==> src/rtl/hello_scroll_gen.sv <==
// hello_scroll_gen: marquee feeder scrolling "hello" across a 6-digit 7-segment display word (optional blink-on-pause via HELLO_SCROLL_BLINK_EN)
module hello_scroll_gen #(
  parameter int MSG_LEN  = 8,
  parameter int STEP_DIV = 500
) (
  input  logic        clk_1k,
  input  logic        rst_n,
  input  logic        en,
  input  logic        dir,
  input  logic        load,
  output logic [23:0] data_out,
  output logic [3:0]  pos,
  output logic        step
);
  localparam logic [3:0]  LAST = 4'(MSG_LEN - 1);
  localparam logic [15:0] TOP  = 16'(STEP_DIV - 1);
  localparam logic [4:0]  LEN  = 5'(MSG_LEN);

  function automatic logic [23:0] frame(input logic [3:0] p);
    logic [4:0] idx;
    frame = '0;
    for (int k = 0; k < 6; k++) begin
      idx = 5'(p) + 5'(k);
      if (idx >= LEN) idx = idx - LEN;
      frame[23-4*k -: 4] = idx < 5'd5 ? idx[3:0] : 4'd5;
    end
  endfunction

  logic [15:0] cnt, cnt_nx;
  logic [3:0]  pos_nx, pos_adv;
  logic [23:0] data_nx;
  logic        step_nx, wrap;

  assign wrap    = cnt == TOP;
  assign pos_adv = dir ? (pos == 4'd0 ? LAST : pos - 4'd1) : (pos == LAST ? 4'd0 : pos + 4'd1);

`ifdef HELLO_SCROLL_BLINK_EN
  logic blank, blank_nx, en_q, rise;
  assign rise = en && !en_q;
  // next state: cnt free-runs even while paused, each paused wrap toggles blanking
  always_comb begin
    cnt_nx   = (load || rise || wrap) ? 16'd0 : cnt + 16'd1;
    step_nx  = !load && !rise && en && wrap;
    pos_nx   = load ? 4'd0 : step_nx ? pos_adv : pos;
    blank_nx = (load || rise) ? 1'b0 : (!en && wrap) ? !blank : blank;
    data_nx  = blank_nx ? 24'h555555 : frame(pos_nx);
  end
  // blank flag and en history; en_q resets high so en already high at release is not a rising edge
  always_ff @(posedge clk_1k or negedge rst_n) begin
    if (!rst_n) begin
      blank <= 1'b0;
      en_q  <= 1'b1;
    end else begin
      blank <= blank_nx;
      en_q  <= en;
    end
  end
`else
  // next state: cnt frozen while paused, advance pos on prescaler wrap
  always_comb begin
    cnt_nx  = load ? 16'd0 : !en ? cnt : wrap ? 16'd0 : cnt + 16'd1;
    step_nx = !load && en && wrap;
    pos_nx  = load ? 4'd0 : step_nx ? pos_adv : pos;
    data_nx = frame(pos_nx);
  end
`endif

  // data_out is loaded from the same next pos, so it changes on the same edge as pos
  always_ff @(posedge clk_1k or negedge rst_n) begin
    if (!rst_n) begin
      cnt      <= 16'd0;
      pos      <= 4'd0;
      step     <= 1'b0;
      data_out <= 24'h012345;
    end else begin
      cnt      <= cnt_nx;
      pos      <= pos_nx;
      step     <= step_nx;
      data_out <= data_nx;
    end
  end
endmodule

==> config.mk <==
export PLATFORM = sky130hd
export DESIGN_NAME = hello_scroll_gen
export DESIGN_NICKNAME = d
export VERILOG_FILES = /design/src/rtl/hello_scroll_gen.sv
export SDC_FILE = /design/constraint.sdc
export NUM_CORES = 1
export LEC_CHECK = 0
export BUFFER_PORTS_ARGS = -buffer_cell sky130_fd_sc_hd__buf_2
export CAP_MARGIN = 20
export CORE_ASPECT_RATIO = 1.2
export CORE_MARGIN = 8
export CORE_UTILIZATION = 33
export DETAILED_ROUTE_END_ITERATION = 8
export GPL_ROUTABILITY_DRIVEN = 0
export HOLD_SLACK_MARGIN = 0.05
export PLACE_DENSITY = 0.55
export SLEW_MARGIN = 25
export SYNTH_ARGS = -nofsm -noshare
export SYNTH_HDL_FRONTEND = slang
export SYNTH_SLANG_ARGS = --single-unit
==> constraint.sdc <==
create_clock -name clk_1k -period 2.64 [get_ports clk_1k]
set_input_delay 0 -clock clk_1k [delete_from_list [all_inputs] [get_ports clk_1k]]
set_output_delay 0 -clock clk_1k [all_outputs]
set_load 0.01 [all_outputs]
==> flow_metrics.tcl, run 1 <==
set metrics [dict create \
    max_slew_margin 0.3639 \
    yosys.area.top_type "dfrtp_1" \
    crit_required_ns 2.84 \
    grt_usage 0.1016 \
    syn-instance-count 201 \
    syn2layout_area_growth_pct 20.05 \
    antenna_found_initial 0 \
    crit_path_cell_trace "nor4b_4 > and4_4 > and2_1 > nor2_1 > a211o_1 > buf_4 > inv_1 > ha_2 > inv_1 > o2111ai_1" \
    overflow 0 \
    rows 32 \
    cap_violations 0 \
    cpMaxStageDelayCell "dfrtp_1" \
    clk_pin_slew_ns 0.08 \
    p_leak_nw 1.188 \
    final_cell_mix "37 x dfrtp_1, 32 x buf_2, 22 x o21ai_0" \
    max_freq_ghz 0.4099 \
    grt_pass1_wl_um 7445 \
    cts_buffer_depth 2 \
    die_h_um 104.2 \
    insertion_delay_ns 0.29 \
    layout-drive-gt1-share 0.2880 \
    period_minus_slack_ns 2.440 \
    criticalPathCategory "reg2reg" \
    via_per_inst 4.806 \
    status "finished clean" \
    cp_max_fo 7 \
    hpwl_um 3444 \
    fin_util 0.4037 \
    start_util 0.3363 \
    layout_commonest_cell "dfrtp_1" \
    dieArea_mm2 0.009331 \
    cpMostUsedCell "inv_1" \
    startpoint_type "register" \
    core_region_area_mm2 0.006366 \
    h-tree-depth 2 \
    nFillCells 636 \
    yosysSeqAreaShare 0.5184 \
    p_per_area_mw_per_mm2 452.2 \
    die_w_um 89.53 \
    crit_arrival_ns 2.64 \
    initialDrtViolationCount 37 \
    setup_viol 0 \
    grt_pass1_vias 1613 \
    netlist_area_mm2 0.002141 \
    multi_input_area_mm2 0.001005 \
    portBuffers 33 \
    fin_skew_ns 0.005185 \
    syn_avg_cell_area_um2 10.65 \
    synth_area_leaders "dfrtp_1 43%, dfstp_2 8.6%, ha_1 5.8%" \
    yosysWarningCount 0 \
    cp-end-kind "register" \
    ios 34 \
    tightestPinTransition_ns 0.9507 \
    finalCritPeriodShare 0.9241 \
    timing.critical_path.buf_inv 3 \
    drc 0 \
    regArea_mm2 0.001110 \
    ant_nets 0 \
    routedWlPerCell_um 13.56 \
    finalMaxSlewViolations 0 \
    cts_sinks 44 \
    finalHoldViolCount 0 \
    drt_wl_total_um 4543 \
    vdd_drop_max_mv 0.1437 \
    dr.pass1.iters 4 \
    synth_top_flop_cell "dfrtp_1" \
    synth_edf_count 0 \
    antenna_cells 0 \
    ys_seq_elements 44 \
    grt_max_degree 45 \
    async_flop_share 1.000 \
    nNetsFinal 264 \
    max_stage_delay_ns 0.47 \
    numCtsBuffers 5 \
    hold_path_class "in2reg" \
    synth_top_area_frac 0.4325 \
    finalSetupTns_ns 0 \
    vias 1610 \
    cts_setup_buffers 0 \
    cts_root_buf "clkbuf_8" \
    rsz0062_at_grt "no" \
    cts_tree "built" \
    path_delay_family "simple AND/OR/NAND/NOR gates" \
    ys_types 50 \
]
==> cell families after synthesis <==
| logic type | share of synthesized area |
|---|---|
| simple gates | 0.2075 |
| compound gates | 0.1496 |
| flops | 0.5184 |
| buf+inv | 0.02455 |
| fa+ha+maj | 0.05845 |
| xor+xnor | 0.01637 |
| mux | 0.02337 |
| other cells | 0.001752 |
==> flip-flops by register name (all words and copies together) (netlist names) <==
name / count
step: 1
pos: 3
data_out: 24
cnt: 16
==> per-stage QoR <==
stage	power [mW]	setup WS [ns]	area, um^2	instances	hold WS (ns)
5_1_grt	1.213	0.03125	2570	335	0.2527
3_3_place_gp	0.7519	0.1910	2457	326	0.2077
2_1_floorplan	0.7228	0.1136	2160	206	-0.2956
6_report	1.162	0.2004	2570	335	0.2245
3_5_place_dp	0.7533	0.1382	2457	326	0.2088
4_1_cts	1.187	0.1162	2560	335	0.2146
==> power breakdown <==
part	leakage, nW	internal (mW)	total (mW)	switching, mW
sequential	0.575	0.681	0.684	0.00331
combinational	0.562	0.0168	0.0558	0.0390
clock	0.0510	0.209	0.422	0.213
total	1.19	0.907	1.16	0.256
==> layer usage <==
layer,share of wire,GRT usage
met1,0.40,0.1062
met2,0.52,0.1794
met3,0.057,0.02530
met4,0.019,0.05006
met5,0,0
==> synth_stat cells, types with 2 or more instances <==
library cell	instances
nor3_1	3
o221ai_1	2
buf_4	2
nand4_1	5
nand2b_1	5
a211o_1	2
a31oi_1	4
and3_1	4
o41ai_1	2
nand3_1	6
dfstp_2	7
o21ai_0	22
nand2_1	15
a211oi_1	2
and2_1	5
ha_1	10
dfrtp_1	37
inv_2	2
clkbuf_1	3
a21oi_1	4
nor2_1	15
o311ai_0	2
xnor2_1	3
nor2b_1	4
inv_1	5
a211oi_2	2
or3_1	3
o31ai_1	3
==> worst min-delay path: cells and delay by family <==
| family | cells | cell delay [ns] |
|---|---|---|
| buf+inv | 1 | 0.15 |
| simple gates | 2 | 0.32 |
==> worst paths after layout <==
check                             start            to  slack, ns  cells past startpoint
worst min register to register   cnt[8]        cnt[8]       0.52                      1
worst min-delay path               load  data_out[20]       0.22                      3
worst max-delay path            cnt[12]   data_out[0]       0.20                     10
min in group asynchronous         rst_n   data_out[3]       0.24                      2
worst max register to register  cnt[12]   data_out[0]       0.20                     10
max in group asynchronous         rst_n   data_out[2]       2.03                      2
==> area by class of cell <==
type | instances | area share
repair buffers | 41 | 0.08958
clock inverters | 2 | 0.003895
multi-input cells | 150 | 0.3909
clock buffers | 6 | 0.03213
flip-flops and latches | 44 | 0.4318
well taps | 85 | 0.04138
inverters | 7 | 0.01022
==> repair_timing <==
item                                   CTS  global route
resized for setup                        0             3
endpoints found under the hold margin   37             0
setup endpoints to repair                0             4
hold buffers                             1             0
Note: power is estimated with default switching activity, not from simulation.
==> run 2, diff against run 1 <==
Settings changed: CTS_BUF_LIST set to sky130_fd_sc_hd__clkbuf_16.
==> flow_metrics.tcl, run 2 (same netlist as run 1, synthesis figures left out) <==
set metrics [dict create \
    status "finished clean" \
    tightestPinTransition_ns 0.9607 \
    grt_pass1_vias 1607 \
    syn2layout_area_growth_pct 22.21 \
    final_cells 335 \
    path_delay_family "simple AND/OR/NAND/NOR gates" \
    p_switching_mw 0.2727 \
    dp.cells 326 \
    vias 1627 \
    cts_root_buf "clkbuf_16" \
    drt_wl_total_um 4584 \
    antenna_found_initial 0 \
    core_region_area_mm2 0.006366 \
    setup_ws_ns 0.1936 \
    p_sw_frac 0.2074 \
    rsz0062_at_grt "no" \
    cpMostUsedCell "inv_1" \
    finalCritPeriodShare 0.9267 \
    max_stage_delay_ns 0.46 \
    nNetsFinal 264 \
    comb_power_share 0.042 \
    h-tree-depth 2 \
    routedWlPerCell_um 13.68 \
    portBuffers 33 \
    p_leak_nw 1.208 \
    grt_max_degree 45 \
    finalSetupTns_ns 0 \
    criticalPathCategory "reg2reg" \
    finalMaxSlewViolations 0 \
    antenna_cells 0 \
    insertion_delay_ns 0.28 \
    timing.critical_path.buf_inv 3 \
    period_minus_slack_ns 2.446 \
    dr.pass1.iters 4 \
    grt_pass1_wl_um 7445 \
    seq_power_share 0.522 \
    ios 34 \
    via_per_inst 4.857 \
    initialDrtViolationCount 50 \
    setup_viol 0 \
    max_slew_margin 0.3572 \
    preCtsSetupSlack_ns 0.1382 \
    top_regs "data_out (24), cnt (16), pos (3)" \
    ant_nets 0 \
    startpoint_type "register" \
    clk_pin_slew_ns 0.06 \
    hold_path_class "in2reg" \
    rows 32 \
    fin_util 0.4110 \
    crit_path_cell_trace "nor4b_4 > and4_4 > and2_1 > nor2_1 > a211o_1 > buf_4 > inv_1 > ha_2 > inv_1 > o2111ai_1" \
    cpMaxStageDelayCell "dfrtp_1" \
    cp-end-kind "register" \
    regMostFlops "data_out" \
    overflow 0 \
    cts_setup_buffers 0 \
    vdd_drop_max_mv 0.2583 \
    crit_required_ns 2.83 \
    crit_arrival_ns 2.63 \
    clock_power_share 0.436 \
    fin_skew_ns 0.004836 \
    die_w_um 89.53 \
    cts_tree "built" \
    max_freq_ghz 0.4088 \
    largest_register_ffs 24 \
    numCtsBuffers 5 \
    cts_buffer_depth 2 \
    grt_usage 0.1020 \
    die_h_um 104.2 \
    cts_sinks 44 \
    p_per_area_mw_per_mm2 502.5 \
    intPower_mw 1.042 \
    dieArea_mm2 0.009331 \
    drc 0 \
    finalHoldViolCount 0 \
    hpwl_um 3444 \
    start_util 0.3363 \
    cap_violations 0 \
    cp_max_fo 7 \
    layout_commonest_cell "dfrtp_1" \
    final_cell_mix "37 x dfrtp_1, 32 x buf_2, 22 x o21ai_0" \
    p_total_mw 1.315 \
    layout-drive-gt1-share 0.2840 \
]
[run 2: cell count changes in the layout (fill, tap and decap cells not counted), sizes merged]
cell and change:
clkinv +1, clkbuf -1
[run 2: timing repair]
action,4_1_cts,5_1_grt
endpoints found under the hold margin,37,0
endpoints found under the setup margin,0,4
gates resized for setup,0,3
hold buffers,1,0
[run 2: area by class of cell]
cell class,instances,area (um^2)
multi-input combinational,150,1005
fill,627,3750
clock buffer,5,125.1
tap,85,106.4
inverter,7,26.28
clock inverter,3,13.76
timing repair buffer,41,230.2
sequential,44,1110
[run 2: power by group through the flow]
| stage | logic [mW] | clock network (mW) | registers, mW |
|---|---|---|---|
| 6_report | 0.0557 | 0.573 | 0.686 |
| 2_1_floorplan | 0.0229 | 0 | 0.700 |
| 3_3_place_gp | 0.0551 | 0 | 0.697 |
| 5_1_grt | 0.0636 | 0.622 | 0.686 |
| 3_5_place_dp | 0.0559 | 0 | 0.697 |
| 4_1_cts | 0.0569 | 0.592 | 0.686 |
[run 2: final timing paths]
kind / from / slack, ns / end / cells past startpoint
worst min register to register: cnt[8] / 0.52 / cnt[8] / 1
worst max-delay path: cnt[12] / 0.19 / data_out[0] / 10
max in group asynchronous: rst_n / 2.02 / data_out[6] / 2
worst max register to register: cnt[12] / 0.19 / data_out[0] / 10
worst min-delay path: load / 0.24 / data_out[20] / 3
min in group asynchronous: rst_n / 0.25 / data_out[19] / 2
[run 2: stage by stage]
step | cell area (um^2) | hold WS, ns
floorplan | 2160 | -0.2956
global placement | 2457 | 0.2077
detailed placement | 2457 | 0.2088
CTS | 2606 | 0.2359
global route | 2616 | 0.2697
finish | 2616 | 0.2391
[run 2: layer usage]
metal | vias up | part of all wire | track usage
li1 | 816 | - | -
met1 | 762 | 0.40 | 0.1077
met2 | 40 | 0.52 | 0.1805
met3 | 9 | 0.059 | 0.02530
met4 | 0 | 0.025 | 0.04768
met5 | - | 0 | 0
[run 2: tightest hold or removal path, stage by stage]
cell      delay, ns
buf_2          0.16
nand2b_1       0.22
nand2b_1       0.10
==> run 3, diff against run 2 <==
Settings changed: BUFFER_PORTS_ARGS -buffer_cell sky130_fd_sc_hd__buf_2 to -buffer_cell sky130_fd_sc_hd__clkbuf_2.
==> flow_metrics.tcl, run 3 (same netlist as run 1, synthesis figures left out) <==
set metrics [dict create \
    core_region_area_mm2 0.006366 \
    comb_power_share 0.039 \
    ant_nets 0 \
    intPower_mw 1.139 \
    dr.pass1.iters 5 \
    grt_max_degree 45 \
    antenna_found_initial 0 \
    layout_commonest_cell "dfrtp_1" \
    layout-drive-gt1-share 0.2880 \
    finalSetupTns_ns 0 \
    setup_viol 0 \
    period_minus_slack_ns 2.440 \
    tightestPinTransition_ns 0.9834 \
    criticalPathCategory "reg2reg" \
    seq_power_share 0.482 \
    hold_path_class "in2reg" \
    insertion_delay_ns 0.28 \
    die_w_um 89.53 \
    fin_area_mm2 0.002648 \
    vias 1645 \
    p_leak_nw 1.221 \
    hpwl_um 3336 \
    cts_buffer_depth 2 \
    cts_root_buf "clkbuf_16" \
    final_cell_mix "37 x dfrtp_1, 32 x clkbuf_2, 22 x o21ai_0" \
    cts_tree "built" \
    finalMaxSlewViolations 0 \
    dieArea_mm2 0.009331 \
    initialDrtViolationCount 47 \
    clock_power_share 0.478 \
    nFillCells 610 \
    syn2layout_area_growth_pct 23.67 \
    cts_setup_buffers 0 \
    via_per_inst 4.910 \
    p_sw_frac 0.1984 \
    nNetsFinal 264 \
    max_slew_margin 0.3420 \
    p_per_area_mw_per_mm2 536.9 \
    cp_max_fo 6 \
    place_area_mm2 0.002460 \
    antenna_cells 0 \
    grt_pass1_wl_um 7624 \
    drc 0 \
    cts_sinks 44 \
    grt_usage 0.1031 \
    numCtsBuffers 5 \
    largest_register_ffs 24 \
    start_util 0.3363 \
    die_h_um 104.2 \
    overflow 0 \
    p_switching_mw 0.2820 \
    drt_wl_total_um 4538 \
    portBuffers 33 \
    cp-end-kind "register" \
    vdd_drop_max_mv 0.2051 \
    ios 34 \
    finalHoldViolCount 0 \
    routedWlPerCell_um 13.55 \
    h-tree-depth 2 \
    status "finished clean" \
    startpoint_type "register" \
    finalCritPeriodShare 0.9242 \
    fin_skew_ns 0.002434 \
    rsz0062_at_grt "no" \
    crit_arrival_ns 2.61 \
    regArea_mm2 0.001110 \
    grt_pass1_vias 1586 \
    clk_pin_slew_ns 0.06 \
    rows 32 \
    cap_violations 0 \
    multi_input_area_mm2 0.001011 \
    top_regs "data_out (24), cnt (16), pos (3)" \
    crit_required_ns 2.81 \
    regMostFlops "data_out" \
    max_freq_ghz 0.4099 \
]
run 3: path summary, 6_finish.rpt:
check / startpoint / end / slack (ns) / depth (start not counted)
setup reg to reg: cnt[12] / data_out[10] / 0.20 / 8
hold / removal: load / data_out[20] / 0.24 / 3
min in group asynchronous: rst_n / data_out[3] / 0.28 / 2
hold reg to reg: cnt[7] / cnt[7] / 0.53 / 1
max in group asynchronous: rst_n / pos[1] / 1.97 / 2
setup / recovery: cnt[12] / data_out[10] / 0.20 / 8
run 3: cell type report:
type	instances	share of cell area
clock buffer	5	0.04726
clock inverter	3	0.01465
inverter	7	0.009924
multi-input combinational	150	0.3819
sequential	44	0.4192
tap	85	0.04017
timing repair buffer	41	0.08696
run 3: metal layers:
| layer | vias up | global-route usage | routed length (um) |
|---|---|---|---|
| met5 | - | 0 | 0 |
| li1 | 811 | - | - |
| met3 | 7 | 0.02213 | 262 |
| met1 | 790 | 0.1215 | 1926 |
| met2 | 37 | 0.1720 | 2265 |
| met4 | 0 | 0.04529 | 84 |
run 3: through the flow:
stage               worst slack (ns)  hold WS (ns)  total power, mW  instances    util
floorplan                     0.1136       -0.2956           0.7228        206       -
global route                 0.06141        0.2607            1.475        335  0.4159
CTS                           0.1163        0.2267            1.445        335  0.4137
global placement              0.1941        0.2514           0.7524        326  0.3860
finish                        0.2001        0.2352            1.421        335  0.4159
detailed placement            0.1270       0.06830           0.7529        326  0.3864
run 3: power groups by stage:
| stage | sequential (mW) | clock, mW | combinational, mW |
|---|---|---|---|
| after floorplan | 0.700 | 0 | 0.0229 |
| after global placement | 0.697 | 0 | 0.0553 |
| after detailed placement | 0.698 | 0 | 0.0554 |
| after CTS | 0.685 | 0.703 | 0.0567 |
| after global routing | 0.686 | 0.725 | 0.0639 |
| final | 0.686 | 0.680 | 0.0558 |
run 3: critical path, cell delays in order, from the launching register on:
cell and delay [ns]:
dfrtp_1 0.45, nor4b_4 0.33, and4_4 0.27, and2_4 0.16
nor2_1 0.04, a211o_1 0.28, ha_1 0.24, or3_1 0.39
and2_1 0.16
run 3: timing repair:
action / CTS / global route
hold endpoints to repair: 37 / 0
endpoints found under the setup margin: 0 / 8
hold buffers: 1 / 0
resized for setup: 0 / 4
